**config.mk**
```make
export PLATFORM = sky130hd
export DESIGN_NAME = red_pitaya_asg_seg_seq
export DESIGN_NICKNAME = d
export VERILOG_FILES = /design/src/rtl/red_pitaya_asg_seg_seq.sv
export SDC_FILE = /design/constraint.sdc
export NUM_CORES = 2
export LEC_CHECK = 0
export ABC_AREA = 1
export BUFFER_PORTS_ARGS = -buffer_cell sky130_fd_sc_hd__buf_2
export CORE_ASPECT_RATIO = 2
export CORE_UTILIZATION = 60
export DETAILED_ROUTE_END_ITERATION = 10
export PLACE_DENSITY = 0.87
export SYNTH_ARGS = -nofsm -noshare
export SYNTH_HDL_FRONTEND = slang
export SYNTH_SLANG_ARGS = --single-unit
export TNS_END_PERCENT = 1
```
**constraint.sdc**
```tcl
create_clock -name dac_clk_i -period 13.2 [get_ports dac_clk_i]
set_input_delay 2.64 -clock dac_clk_i [delete_from_list [all_inputs] [get_ports dac_clk_i]]
set_output_delay 2.64 -clock dac_clk_i [all_outputs]
set_load 0.1 [all_outputs]
```
**src/rtl/red_pitaya_asg_seg_seq.sv**
```systemverilog
// Segment sequencer for the arbitrary signal generator: walks a list of
// table segments (start/end/step/repeat count) with a fractional pointer,
// using double-buffered configuration committed at sequence boundaries.
module red_pitaya_asg_seg_seq #(
  parameter int unsigned NSEG = 4,
  parameter int unsigned RSZ  = 14,
  parameter int unsigned FW   = 16,
  parameter int unsigned CW   = 16
) (
  input  logic           dac_clk_i,
  input  logic           dac_rstn_i,
  input  logic           cfg_we_i,
  input  logic [7:0]     cfg_addr_i,
  input  logic [31:0]    cfg_wdata_i,
  input  logic           trig_i,
  output logic [RSZ-1:0] rd_addr_o,
  output logic           rd_en_o,
  output logic [3:0]     seg_o,
  output logic [1:0]     state_o,
  output logic           trig_o,
  output logic           commit_pend_o
);

  localparam int unsigned PW       = RSZ + FW;
  localparam int unsigned SW       = (NSEG > 1) ? $clog2(NSEG) : 1;
  localparam logic [3:0]  LAST_MAX = 4'(NSEG - 1);

  typedef enum logic [1:0] {
    ST_IDLE  = 2'd0,
    ST_ARMED = 2'd1,
    ST_RUN   = 2'd2,
    ST_DONE  = 2'd3
  } state_t;

  state_t         state_q, state_d;
  logic           trig_r_q, trig_r_d;
  logic           trig_p_q, trig_p_d;
  logic           hw_trig_q, hw_trig_d;
  logic           arm_q, arm_d;
  logic           stop_q, stop_d;
  logic           swtrig_q, swtrig_d;
  logic           pend_q, pend_d;
  logic [PW-1:0]  ptr_q, ptr_d;
  logic [3:0]     seg_q, seg_d;
  logic [CW-1:0]  cyc_q, cyc_d;
  logic           trig_out_q, trig_out_d;

  // Shadow bank (written by software) and active bank (used by the walker)
  logic [RSZ-1:0] sh_start_q [NSEG];
  logic [RSZ-1:0] sh_start_d [NSEG];
  logic [PW-1:0]  sh_end_q   [NSEG];
  logic [PW-1:0]  sh_end_d   [NSEG];
  logic [PW-1:0]  sh_step_q  [NSEG];
  logic [PW-1:0]  sh_step_d  [NSEG];
  logic [CW-1:0]  sh_ncyc_q  [NSEG];
  logic [CW-1:0]  sh_ncyc_d  [NSEG];
  logic           sh_loop_q, sh_loop_d;
  logic [3:0]     sh_last_q, sh_last_d;
  logic [RSZ-1:0] act_start_q [NSEG];
  logic [RSZ-1:0] act_start_d [NSEG];
  logic [PW-1:0]  act_end_q   [NSEG];
  logic [PW-1:0]  act_end_d   [NSEG];
  logic [PW-1:0]  act_step_q  [NSEG];
  logic [PW-1:0]  act_step_d  [NSEG];
  logic [CW-1:0]  act_ncyc_q  [NSEG];
  logic [CW-1:0]  act_ncyc_d  [NSEG];
  logic           act_loop_q, act_loop_d;
  logic [3:0]     act_last_q, act_last_d;

  logic           ctrl_wr;
  logic           seg_wr;
  logic [3:0]     seg_widx;
  logic [SW-1:0]  cur;
  logic [SW-1:0]  nidx;
  logic [PW:0]    nxt;
  logic [CW:0]    cyc_inc;
  logic [CW-1:0]  ncyc_eff;
  logic [RSZ-1:0] st0;
  logic           trig_ev;
  logic           seq_bound;
  logic           apply;

  // Config address decode and one-cycle control strobes
  always_comb begin
    ctrl_wr   = cfg_we_i && (cfg_addr_i == 8'h00);
    seg_widx  = 4'((cfg_addr_i - 8'h10) >> 2);
    seg_wr    = cfg_we_i && (cfg_addr_i >= 8'h10) && (cfg_addr_i < 8'h50)
                && (32'(seg_widx) < NSEG);
    arm_d     = ctrl_wr && cfg_wdata_i[0];
    stop_d    = ctrl_wr && cfg_wdata_i[1];
    swtrig_d  = ctrl_wr && cfg_wdata_i[3];
    trig_r_d  = trig_i;
    trig_p_d  = trig_r_q;
    hw_trig_d = trig_r_q && !trig_p_q;
  end

  // Sequencer FSM and fractional pointer walk
  always_comb begin
    state_d    = state_q;
    ptr_d      = ptr_q;
    seg_d      = seg_q;
    cyc_d      = cyc_q;
    trig_out_d = 1'b0;
    seq_bound  = 1'b0;
    cur        = seg_q[SW-1:0];
    nidx       = SW'(seg_q + 4'd1);
    nxt        = {1'b0, ptr_q} + {1'b0, act_step_q[cur]};
    cyc_inc    = {1'b0, cyc_q} + (CW+1)'(1);
    ncyc_eff   = (act_ncyc_q[cur] == '0) ? CW'(1) : act_ncyc_q[cur];
    // a pending commit takes effect at the same edge that loads segment 0
    st0        = pend_q ? sh_start_q[0] : act_start_q[0];
    trig_ev    = hw_trig_q || swtrig_q;
    if (stop_q) begin
      state_d = ST_IDLE;
    end else begin
      case (state_q)
        ST_IDLE, ST_DONE: begin
          if (arm_q) state_d = ST_ARMED;
        end
        ST_ARMED: begin
          if (trig_ev) begin
            state_d    = ST_RUN;
            ptr_d      = {st0, {FW{1'b0}}};
            seg_d      = '0;
            cyc_d      = '0;
            trig_out_d = 1'b1;
          end
        end
        ST_RUN: begin
          if (nxt <= {1'b0, act_end_q[cur]}) begin
            ptr_d = nxt[PW-1:0];
          end else if (cyc_inc >= {1'b0, ncyc_eff}) begin
            if (seg_q == act_last_q) begin
              if (act_loop_q) begin
                seq_bound  = 1'b1;
                seg_d      = '0;
                cyc_d      = '0;
                ptr_d      = {st0, {FW{1'b0}}};
                trig_out_d = 1'b1;
              end else begin
                state_d = ST_DONE;
              end
            end else begin
              seg_d = seg_q + 4'd1;
              cyc_d = '0;
              ptr_d = {act_start_q[nidx], {FW{1'b0}}};
            end
          end else begin
            ptr_d = {act_start_q[cur], {FW{1'b0}}};
            cyc_d = cyc_inc[CW-1:0];
          end
        end
        default: state_d = ST_IDLE;
      endcase
    end
  end

  // Shadow writes, commit pending flag and shadow-to-active copy
  always_comb begin
    apply       = pend_q && ((state_q != ST_RUN) || seq_bound);
    sh_start_d  = sh_start_q;
    sh_end_d    = sh_end_q;
    sh_step_d   = sh_step_q;
    sh_ncyc_d   = sh_ncyc_q;
    sh_loop_d   = sh_loop_q;
    sh_last_d   = sh_last_q;
    act_start_d = act_start_q;
    act_end_d   = act_end_q;
    act_step_d  = act_step_q;
    act_ncyc_d  = act_ncyc_q;
    act_loop_d  = act_loop_q;
    act_last_d  = act_last_q;
    pend_d      = pend_q && !apply;
    if (apply) begin
      act_start_d = sh_start_q;
      act_end_d   = sh_end_q;
      act_step_d  = sh_step_q;
      act_ncyc_d  = sh_ncyc_q;
      act_loop_d  = sh_loop_q;
      act_last_d  = sh_last_q;
    end
    if (ctrl_wr) begin
      sh_loop_d = cfg_wdata_i[2];
      sh_last_d = (cfg_wdata_i[11:8] > LAST_MAX) ? LAST_MAX : cfg_wdata_i[11:8];
      if (cfg_wdata_i[4]) pend_d = 1'b1;
    end
    if (seg_wr) begin
      case (cfg_addr_i[1:0])
        2'd0:    sh_start_d[seg_widx[SW-1:0]] = RSZ'(cfg_wdata_i);
        2'd1:    sh_end_d[seg_widx[SW-1:0]]   = PW'(cfg_wdata_i);
        2'd2:    sh_step_d[seg_widx[SW-1:0]]  = PW'(cfg_wdata_i);
        default: sh_ncyc_d[seg_widx[SW-1:0]]  = CW'(cfg_wdata_i);
      endcase
    end
  end

  // State register with synchronous active-low reset
  always_ff @(posedge dac_clk_i) begin
    if (!dac_rstn_i) begin
      state_q    <= ST_IDLE;
      trig_r_q   <= 1'b0;
      trig_p_q   <= 1'b0;
      hw_trig_q  <= 1'b0;
      arm_q      <= 1'b0;
      stop_q     <= 1'b0;
      swtrig_q   <= 1'b0;
      pend_q     <= 1'b0;
      ptr_q      <= '0;
      seg_q      <= '0;
      cyc_q      <= '0;
      trig_out_q <= 1'b0;
      sh_loop_q  <= 1'b0;
      sh_last_q  <= '0;
      act_loop_q <= 1'b0;
      act_last_q <= '0;
      for (int unsigned i = 0; i < NSEG; i++) begin
        sh_start_q[i]  <= '0;
        sh_end_q[i]    <= '0;
        sh_step_q[i]   <= '0;
        sh_ncyc_q[i]   <= '0;
        act_start_q[i] <= '0;
        act_end_q[i]   <= '0;
        act_step_q[i]  <= '0;
        act_ncyc_q[i]  <= '0;
      end
    end else begin
      state_q     <= state_d;
      trig_r_q    <= trig_r_d;
      trig_p_q    <= trig_p_d;
      hw_trig_q   <= hw_trig_d;
      arm_q       <= arm_d;
      stop_q      <= stop_d;
      swtrig_q    <= swtrig_d;
      pend_q      <= pend_d;
      ptr_q       <= ptr_d;
      seg_q       <= seg_d;
      cyc_q       <= cyc_d;
      trig_out_q  <= trig_out_d;
      sh_loop_q   <= sh_loop_d;
      sh_last_q   <= sh_last_d;
      act_loop_q  <= act_loop_d;
      act_last_q  <= act_last_d;
      sh_start_q  <= sh_start_d;
      sh_end_q    <= sh_end_d;
      sh_step_q   <= sh_step_d;
      sh_ncyc_q   <= sh_ncyc_d;
      act_start_q <= act_start_d;
      act_end_q   <= act_end_d;
      act_step_q  <= act_step_d;
      act_ncyc_q  <= act_ncyc_d;
    end
  end

  assign rd_addr_o     = ptr_q[PW-1:FW];
  assign rd_en_o       = (state_q == ST_RUN);
  assign seg_o         = seg_q;
  assign state_o       = state_q;
  assign trig_o        = trig_out_q;
  assign commit_pend_o = pend_q;

endmodule

```
==> impl_metrics.tcl <==
set metrics [dict create \
    core_sq_um 61800 \
    cts_buffers 70 \
    post-place-cells 5800 \
    drtAntennaViolNets 0 \
    peakVddDrop_mv 0.205 \
    first_iter_violations 2989 \
    grt_pass1_wl_um 165000 \
    maxCapViolCount 0 \
    diodes 0 \
    port_buffers 64 \
    nNetsFinal 5212 \
    ys_warn_count 0 \
    grt_usage 0.328 \
    synth.avg_cell_area_sq_um 7.04 \
    routed_wl_um 106000 \
    status "finished clean" \
    rsz0062_at_grt "no" \
    reg2reg_depth 30 \
    ys_types 54 \
    yosys-top-cells-count "nand2_1, a21oi_1, dfxtp_1" \
    clock-sinks 790 \
    die_h_um 356 \
    crit_path_max_fanout 212 \
    worstMarginPinSlew_ps 1250 \
    hold_viol_final 0 \
    fin_area_sq_um 39700 \
    cts_tree "done" \
    path_clk_slew_ps 70 \
    r2r_slack_ps 4390 \
    cts_max_path_buffers 3 \
    ys_async_sr_fraction 0 \
    setup-tns-final_ps 0 \
    drv_slew 0 \
    holdPathStages 1 \
    arrival_ps 9310 \
    period_needed_ps 8810 \
    min_period_over_period 0.667 \
    syn-instance-count 5343 \
    synth_edf_count 0 \
    viasPerCell 5.85 \
    setup_viol 0 \
    critPathLaunchType "register" \
    wl_per_cell_um 17.8 \
    htree_levels 3 \
    finalPower_mw 7.90 \
    synth_nets 5469 \
    num_io_pins 67 \
    p_per_area_nw_per_um2 199 \
    yosysMostFrequentCell "nand2_1" \
    syn_to_final_growth_pct 5.46 \
    cts_setup_buffers 0 \
    fmax_mhz 114 \
    dieWidth_um 179 \
    ys.flop_type "dfxtp_1" \
    dp_hpwl_um 64500 \
    stdcell_count 5923 \
    dieArea_sq_um 63700 \
    rr_startpoint "seg_o[0]" \
    cpMostUsedCell "nand2_1" \
    grt_max_degree 254 \
    clockRootBuffer "clkbuf_16" \
    cp_slowest_cell "buf_4" \
    r2r_end "act_end_q[24]" \
    cts_hold_buf 0 \
    placed_area_sq_um 37300 \
    min_path_type "register to register" \
    critPathCaptureType "register" \
    cp-endpoint "act_end_q[24]" \
    crit_start "seg_o[0]" \
    drc 0 \
    max_stage_delay_ps 1030 \
    drtPass1Iterations 6 \
    skew_ps 27.2 \
    cp.required_ps 13700 \
    dp_slack_ps 4680 \
    final_core_util 0.641 \
    synth_area_sq_um 37600 \
    timing.final.ws_setup_ps 4390 \
    seq_area_frac_synth 0.421 \
    cts_resized 0 \
    clk_latency_ps 620 \
    grt_overflow_total 0 \
    synth_top_area_frac 0.421 \
    place.gp.congestion 1.00 \
    grt_pass1_vias 31700 \
    ys_ff_latch 790 \
    synth_area_leader_cell "dfxtp_1" \
    synthTopCellsByArea "dfxtp_1, a21oi_1, nand2_1" \
    row_count 129 \
    power.leakage_nw 15.3 \
    whs_ps 390 \
    maxSlewHeadroom 0.168 \
    num_vias 34700 \
    final_layout_size_suffix_gt1_frac 0.0633 \
    timing_worst_setup_path_type "register to register" \
    grt_antenna_before_repair 11 \
    start_util 0.608 \
]
-- power breakdown --
part	switching, mW	internal (mW)
registers	0.109	2.46
logic	2.29	0.895
clock network	0.921	1.22
total	3.32	4.58
-- layout make-up --
class | instances | area, sq um
clock buffers | 102 | 2090
clock inverters | 21 | 287
fillers | 5330 | 22200
inverters | 493 | 1860
multi-input cells | 3625 | 17900
flip-flops and latches | 790 | 15800
well taps | 786 | 983
repair buffers | 106 | 721
-- how the worst min path moves through the flow --
stage                         from         to
after detailed placement  trig_p_q  hw_trig_q
after global routing      trig_p_q  hw_trig_q
after floorplan           trig_p_q  hw_trig_q
after CTS                 trig_p_q  hw_trig_q
after global placement    trig_p_q  hw_trig_q
final                     trig_p_q  hw_trig_q
-- layout by cell type, fill, tap and decap left out, types with 14 or more instances in the layout --
master and count:
a21oi_1 851, a32o_1 45, buf_2 63, buf_4 36, clkbuf_1 14, clkbuf_16 73, clkbuf_8 15, dfxtp_1 787
ha_1 81, inv_1 482, nand2_1 869, nand3_1 339, nand3_2 59, nand4_1 21, nor2_1 654, o21ai_0 524
o22ai_1 31, xnor2_1 14, xor2_1 30
-- worst max-delay path: cells and delay by family (launching register included) --
kind / cells / cell delay [ps]
AOI/OAI and AO/OA: 5 / 1680
xor gates and xnor gates: 1 / 370
adders and majority gates: 2 / 770
buffers and inverters: 5 / 2390
DFF: 1 / 720
and+or+nand+nor: 17 / 2420
-- layer usage --
metal,global-route usage,share of wire
met3,0.0535,0.068
met1,0.350,0.36
met2,0.560,0.49
met5,0,0.00050
met4,0.273,0.089
-- cells by family (layout without fill, tap and decap cells) --
group / count (synthesis) / count (layout) / share of synthesized area
XOR/XNOR: 44 / 44 / 0.0102
AND/OR/NAND/NOR: 1998 / 1998 / 0.226
buffers and inverters: 928 / 722 / 0.104
AO/OA/AOI/OAI: 1501 / 1501 / 0.211
adder cells (fa/ha/maj): 82 / 82 / 0.0275
flip-flops: 790 / 790 / 0.421
-- flip-flops by register name (all words and copies together) (netlist names), 2 cells and up --
register     count
ptr_q           30
cyc_q           16
act_ncyc_q      64
sh_last_q        4
seg_o            4
state_o          2
sh_ncyc_q       64
sh_step_q      120
act_start_q     56
act_step_q     120
sh_start_q      56
sh_end_q       120
act_last_q       4
act_end_q      120
Power figures use the tool's default switching activity.
